--- src/rtl/lsu_pkg.sv ---
// Shared types and decode helpers for the load/store unit.
package lsu_pkg;

  typedef enum logic [2:0] {LB, LH, LW, LBU, LHU, SB, SH, SW} lsu_op_t;

  typedef enum logic [1:0] {SZ_BYTE, SZ_HALF, SZ_WORD} lsu_size_t;

  typedef enum logic [1:0] {IDLE, REQ, RESP, ERR} lsu_state_t;

  function automatic logic lsu_is_store(input lsu_op_t op);
    return (op == SB) || (op == SH) || (op == SW);
  endfunction

  function automatic lsu_size_t lsu_size(input lsu_op_t op);
    lsu_size_t s;
    case (op)
      LB, LBU, SB: s = SZ_BYTE;
      LH, LHU, SH: s = SZ_HALF;
      default:     s = SZ_WORD;
    endcase
    return s;
  endfunction

  function automatic logic lsu_misaligned(input lsu_op_t op, input logic [1:0] off);
    logic m;
    case (lsu_size(op))
      SZ_HALF: m = off[0];
      SZ_WORD: m = (off != 2'b00);
      default: m = 1'b0;
    endcase
    return m;
  endfunction

endpackage

--- src/rtl/lsu_align.sv ---
// Byte-lane steering: store byte enables / data replication and load extraction.
module lsu_align
  import lsu_pkg::*;
(
  input  lsu_op_t     st_op,
  input  logic [1:0]  st_off,
  input  logic [31:0] st_wdata,
  output logic [3:0]  st_be,
  output logic [31:0] st_wdata_rep,
  input  lsu_op_t     ld_op,
  input  logic [1:0]  ld_off,
  input  logic [31:0] ld_rdata,
  output logic [31:0] ld_data
);

  logic [31:0] shifted;

  always_comb begin
    st_be        = 4'b1111;
    st_wdata_rep = st_wdata;
    case (lsu_size(st_op))
      SZ_BYTE: begin
        st_be        = 4'b0001 << st_off;
        st_wdata_rep = {4{st_wdata[7:0]}};
      end
      SZ_HALF: begin
        st_be        = 4'b0011 << st_off;
        st_wdata_rep = {2{st_wdata[15:0]}};
      end
      default: begin
        st_be        = 4'b1111;
        st_wdata_rep = st_wdata;
      end
    endcase
  end

  always_comb begin
    shifted = ld_rdata >> {ld_off, 3'b000};
    ld_data = '0;
    case (ld_op)
      LB:      ld_data = {{24{shifted[7]}}, shifted[7:0]};
      LBU:     ld_data = {24'h0, shifted[7:0]};
      LH:      ld_data = {{16{shifted[15]}}, shifted[15:0]};
      LHU:     ld_data = {16'h0, shifted[15:0]};
      LW:      ld_data = ld_rdata;
      default: ld_data = '0;
    endcase
  end

endmodule

--- src/rtl/lsu.sv ---
// Load/store unit: one outstanding req/gnt + rvalid bus access, registered outputs.
module lsu
  import lsu_pkg::*;
#(
  parameter int unsigned BUS_TIMEOUT = 0
) (
  input  logic        clk,
  input  logic        rst_n,
  input  logic        req_valid,
  output logic        req_ready,
  input  lsu_op_t     op,
  input  logic [31:0] addr,
  input  logic [31:0] wdata,
  output logic        rsp_valid,
  output logic [31:0] rsp_rdata,
  output logic        rsp_err,
  output logic        mem_req,
  output logic        mem_we,
  output logic [31:0] mem_addr,
  output logic [3:0]  mem_be,
  output logic [31:0] mem_wdata,
  input  logic        mem_gnt,
  input  logic        mem_rvalid,
  input  logic [31:0] mem_rdata,
  input  logic        mem_err
);

  localparam int unsigned CW = (BUS_TIMEOUT > 1) ? $clog2(BUS_TIMEOUT + 1) : 1;

  lsu_state_t  state, state_next;
  lsu_op_t     op_q;
  logic [1:0]  off_q;
  logic [CW-1:0] cnt;

  logic [3:0]  be_in;
  logic [31:0] wdata_in;
  logic [31:0] ld_data;

  logic timeout_hit;
  logic launch;
  logic req_drop;
  logic rsp_set;
  logic rsp_err_set;
  logic rsp_load;

  lsu_align u_align (
    .st_op        (op),
    .st_off       (addr[1:0]),
    .st_wdata     (wdata),
    .st_be        (be_in),
    .st_wdata_rep (wdata_in),
    .ld_op        (op_q),
    .ld_off       (off_q),
    .ld_rdata     (mem_rdata),
    .ld_data      (ld_data)
  );

  // cnt holds the number of REQ/RESP cycles already elapsed, so a hit here
  // means this cycle is the BUS_TIMEOUT-th one.
  assign timeout_hit = (BUS_TIMEOUT != 0) && (cnt == CW'(BUS_TIMEOUT - 1));

  always_ff @(posedge clk or negedge rst_n) begin
    if (!rst_n) state <= IDLE;
    else        state <= state_next;
  end

  always_comb begin
    state_next  = state;
    launch      = 1'b0;
    req_drop    = 1'b0;
    rsp_set     = 1'b0;
    rsp_err_set = 1'b0;
    rsp_load    = 1'b0;
    case (state)
      IDLE: begin
        if (req_valid) begin
          if (lsu_misaligned(op, addr[1:0])) begin
            state_next = ERR;
          end else begin
            state_next = REQ;
            launch     = 1'b1;
          end
        end
      end
      REQ: begin
        if (timeout_hit) begin
          state_next  = IDLE;
          req_drop    = 1'b1;
          rsp_set     = 1'b1;
          rsp_err_set = 1'b1;
        end else if (mem_gnt) begin
          state_next = RESP;
          req_drop   = 1'b1;
        end
      end
      RESP: begin
        if (mem_rvalid) begin
          state_next  = IDLE;
          rsp_set     = 1'b1;
          rsp_err_set = mem_err;
          rsp_load    = !mem_err;
        end else if (timeout_hit) begin
          state_next  = IDLE;
          rsp_set     = 1'b1;
          rsp_err_set = 1'b1;
        end
      end
      ERR: begin
        state_next  = IDLE;
        rsp_set     = 1'b1;
        rsp_err_set = 1'b1;
      end
      default: state_next = IDLE;
    endcase
  end

  always_ff @(posedge clk or negedge rst_n) begin
    if (!rst_n) begin
      req_ready <= 1'b1;
      rsp_valid <= 1'b0;
      rsp_err   <= 1'b0;
      rsp_rdata <= '0;
      mem_req   <= 1'b0;
      mem_we    <= 1'b0;
      mem_addr  <= '0;
      mem_be    <= '0;
      mem_wdata <= '0;
      op_q      <= LB;
      off_q     <= '0;
      cnt       <= '0;
    end else begin
      req_ready <= (state_next == IDLE);
      rsp_valid <= rsp_set;
      rsp_err   <= rsp_err_set;
      rsp_rdata <= rsp_load ? ld_data : '0;
      if (launch) begin
        mem_req   <= 1'b1;
        mem_we    <= lsu_is_store(op);
        mem_addr  <= {addr[31:2], 2'b00};
        mem_be    <= be_in;
        mem_wdata <= wdata_in;
        op_q      <= op;
        off_q     <= addr[1:0];
        cnt       <= '0;
      end else begin
        if (req_drop) mem_req <= 1'b0;
        if ((state == REQ) || (state == RESP)) cnt <= cnt + 1'b1;
      end
    end
  end

endmodule

--- config.mk ---
export PLATFORM = sky130hd
export DESIGN_NAME = lsu
export DESIGN_NICKNAME = d
export VERILOG_FILES = /design/src/rtl/lsu_pkg.sv /design/src/rtl/lsu_align.sv /design/src/rtl/lsu.sv
export SDC_FILE = /design/constraint.sdc
export NUM_CORES = 1
export LEC_CHECK = 0
export CAP_MARGIN = 40
export CELL_PAD_IN_SITES_DETAIL_PLACEMENT = 1
export CELL_PAD_IN_SITES_GLOBAL_PLACEMENT = 1
export CORE_MARGIN = 2
export CORE_UTILIZATION = 36
export CTS_BUF_LIST = sky130_fd_sc_hd__clkbuf_8
export CTS_CLUSTER_SIZE = 30
export DETAILED_ROUTE_END_ITERATION = 8
export PLACE_DENSITY = 0.94
export SYNTH_ARGS = -nofsm -noshare
export SYNTH_HDL_FRONTEND = slang
export SYNTH_HIERARCHICAL = 1
export SYNTH_SLANG_ARGS = --single-unit
--- constraint.sdc ---
create_clock -name clk -period 1.9 [get_ports clk]
set_input_delay 0.38 -clock clk [delete_from_list [all_inputs] [get_ports clk]]
set_output_delay 0.38 -clock clk [all_outputs]
set_load 0.01 [all_outputs]
==> metrics.md, run 1 <==
| Metric | Value |
|---|---|
| Outcome | finished, final reports clean |
| Unrepaired setup endpoints after global routing | true |
| Antenna Cells | 0 |
| Layout cells sized above 1 | 0.242 |
| Drt via density | 5.04 |
| Die Wd | 132 um |
| GRT Util Overall | 0.210 |
| P per Cell Area | 1400 nW/um2 |
| Sequential element share of the synthesized area | 0.466 |
| CP max FO | 32 |
| Clock sink count | 110 |
| Hold Slack | 470 ps |
| MaxCap Viol Count | 0 |
| Cell Rows | 46 |
| Worst setup SP type | primary input |
| Port bufs | 207 |
| Synthesis Warnings | 6 |
| Max incr delay on CP | 440 ps |
| Vias in the first global route | 5205 |
| RePlAce Congestion | 0.811 |
| Initial antenna violation count | 0 |
| Core Util, Final | 0.536 |
| Endpoints failing setup | 0 |
| CTS tree | yes |
| R2r worst-path depth | 6 |
| Worst EP required | 2170 ps |
| CTS H-tree lvls | 3 |
| Detailed Place HPWL | 13800 um |
| HP Class | primary input to asynchronous set/reset pin |
| Crit path time final | 1860 ps |
| Worst R2R Setup Slack | 90 ps |
| Synth Register Bits | 110 |
| Fin crit share | 0.977 |
| Post-synth EDFFs | 0 |
| Core ar. | 15900 um2 |
| Post-Route WL | 18200 um |
| Root Buffer | clkbuf_8 |
| Cells along the critical path | clkdlybuf4s50_1 -> buf_4 -> nand2b_1 -> a311o_2 -> buf_12 -> mux2_4 |
| Syn avg cell area | 12.5 um2 |
| Clk_lat worst skew | 390 ps |
| Fin. Hold Viols | 0 |
| CTS clock-pin slew for the worst setup and hold paths | 100 ps |
| First-pass DRT Iterations | 4 |
| Area leader, netlist | dfrtp_1 |
| Worst-Margin Slew | 500 ps |
| First-pass GRT wire length | 29100 um |
| Full die area | 17500 um2 |
| Postcts setup bufs | 0 |
| Post-Place Cell Area | 8270 um2 |
| Crit path capture type | flop |
| Maximum vdd drop | 0.000681 V |
| Crit path buf inv count | 3 |
| CP Data Arrival Time | 2130 ps |
| Largest net degree at the start of global routing | 45 |
| Slowest cell on crit path | a311o_2 |
| Clk buf depth | 2 |
| Distinct cells, synth | 50 |
| CP top delay family | buffers and inverters |
| Max-Slew Margin vs Limit | 0.665 |
| Upper clock frequency limit | 0.539 GHz |
| Fin Clk Skew | 13.7 ps |
| Reg2reg end | rsp_rdata[9]$_DFF_PN0_ |
| Initial core utilization | 0.371 |
| CP Class | primary input to flop |
| Leakage | 3.87 nW |
| PnR worst setup slack | 44.2 ps |
| WL per Instance | 20.0 um |
| Asr flop ratio synth | 1.00 |
| Via count | 4604 |
| DR DRC count | 0 |
| Mapped Cells | 473 |
| GRT overflow | 0 |
| Post-layout instance area | 8550 um2 |
| Final antenna-violating net count | 0 |
| Ys flop type | dfrtp_1 |
| Slew Limit Fails | 0 |
| FF-to-FF Start | off_q[1]$_DFFE_PN0P_ |
| Layout net count | 797 |
| IO Count | 210 |
| Layout overhead on the synthesized area | 44.6% |
| Dpl ws | -506 ps |
| Synth Cell Area | 5910 um2 |
| Die height | 132 um |
| Area share of the largest cell type after synthesis | 0.461 |
| Synth area leaders | dfrtp_1 (46%), mux2_4 (17%), mux2i_1 (5.6%), mux2_2 (3.8%), and2_1 (3.5%) |
| 1st-iter DRT viols | 309 |
| CTS Buf Count | 9 |
==> worst max-delay path by stage <==
stage | startpoint | to | slack (ps) | depth (start not counted)
floorplan | op[2] | mem_wdata[16]$_DFFE_PN0P_ | 80 | 6
global placement | op[1] | mem_wdata[15]$_DFFE_PN0P_ | -400 | 6
detailed placement | op[1] | mem_wdata[9]$_DFFE_PN0P_ | -510 | 6
CTS | off_q[1]$_DFFE_PN0P_ | rsp_rdata[14]$_DFF_PN0_ | 20 | 6
global route | off_q[1]$_DFFE_PN0P_ | rsp_rdata[10]$_DFF_PN0_ | -30 | 6
finish | op[2] | mem_addr[8]$_DFFE_PN0P_ | 40 | 6
==> registers in the layout, summed over array words and instances (netlist names), 2 cells and up <==
signal / count
mem_addr: 30
mem_be: 4
mem_wdata: 32
off_q: 2
op_q: 3
rsp_rdata: 32
state: 2
==> where the power goes <==
| part | internal [W] | leakage [nW] | switching (W) |
|---|---|---|---|
| Sequential | 0.00323 | 1.37 | 0.000673 |
| Combinational | 0.00392 | 2.40 | 0.00272 |
| Clock | 0.000615 | 0.0960 | 0.000842 |
==> worst reg2reg max path, cell delays in order, from the launching register on <==
cell and delay (ps):
dfrtp_2 430, buf_12 200, mux2i_1 290, a2bb2oi_1 240, nand2_1 90, a221o_1 320
and2_1 140
==> layout make-up <==
class / count / area [um2]
Clock buffer: 9 / 124
Clock inverter: 7 / 72.6
Fill cell: 1667 / 7390
Inverter: 6 / 22.5
Multi-Input combinational cell: 318 / 2870
Sequential cell: 110 / 2760
Tap cell: 216 / 270
Timing Repair Buffer: 247 / 2430
==> cells in the final DEF, fill, tap and decap left out, types with 3 or more instances in the layout <==
cell type	Yosys	routed
xnor2_1	3	3
inv_1	6	6
mux2i_2	0	3
nor2_1	20	20
clkbuf_8	0	9
nand2b_1	10	10
buf_4	11	34
mux2i_1	33	29
dfrtp_1	109	108
a221oi_1	7	6
a21oi_1	26	26
a2bb2oi_2	0	4
mux2_2	20	20
o21ai_0	6	6
a221o_1	15	15
nand2_1	33	33
mux2_4	68	68
clkdlybuf4s50_1	0	204
buf_12	7	5
and2_1	33	33
a2bb2oi_1	7	3
==> per-stage QoR <==
step,setup TNS [ps],total power [W],std cells
global route,-37.7,0.0127,913
CTS,0,0.0120,913
detailed placement,-37310,0.0104,896
global placement,-28820,0.0101,895
floorplan,0,0.00762,474
finish,0,0.0120,913
==> synthesized netlist by cell type, types with 2 or more instances <==
cell type	n
dfrtp_1	109
mux2_4	68
and2_1	33
mux2i_1	33
nand2_1	33
a21oi_1	26
mux2_2	20
nor2_1	20
a221o_1	15
buf_4	11
clkbuf_1	11
nand2b_1	10
a221oi_1	7
a2bb2oi_1	7
buf_12	7
buf_2	7
inv_1	6
o21ai_0	6
buf_6	3
nor2b_1	3
xnor2_1	3
a21o_1	2
a22oi_1	2
a31oi_1	2
nor2_2	2
nor3_1	2
o31ai_1	2
==> cell families (layout without fill, tap and decap cells) <==
group / count (synthesis) / count (layout) / share of synthesized area
AND/OR/NAND/NOR: 113 / 113 / 0.0997
XOR/XNOR: 4 / 4 / 0.00720
multiplexers: 122 / 122 / 0.271
AO/OA/AOI/OAI: 77 / 77 / 0.0953
flip-flops: 110 / 110 / 0.466
buffers and inverters: 46 / 269 / 0.0608
other: 1 / 2 / 0.000634
==> layer usage <==
metal	share of wire	vias to the layer above	GRT usage
met5	0	-	0
met4	0.021	0	0.0688
met3	0.052	27	0.0427
met2	0.52	158	0.384
met1	0.40	2323	0.246
li1	-	2096	-
==> timing repair <==
action,4_1_cts,5_1_grt
hold endpoints to repair,27,0
endpoints found under the setup margin,31,25
hold buffers,1,0
resized for setup,7,10
Power figures use the tool's default switching activity.
==> run 2, diff against run 1 <==
--- a/config.mk
+++ b/config.mk
@@ -11,7 +11,7 @@
 export CORE_MARGIN = 2
 export CORE_UTILIZATION = 36
 export CTS_BUF_LIST = sky130_fd_sc_hd__clkbuf_8
-export CTS_CLUSTER_SIZE = 30
+export CTS_CLUSTER_SIZE = 25
 export DETAILED_ROUTE_END_ITERATION = 8
 export PLACE_DENSITY = 0.94
 export SYNTH_ARGS = -nofsm -noshare
==> results of run 2 <==
No change in the layout: final DEF, timing and power equal those of run 1.
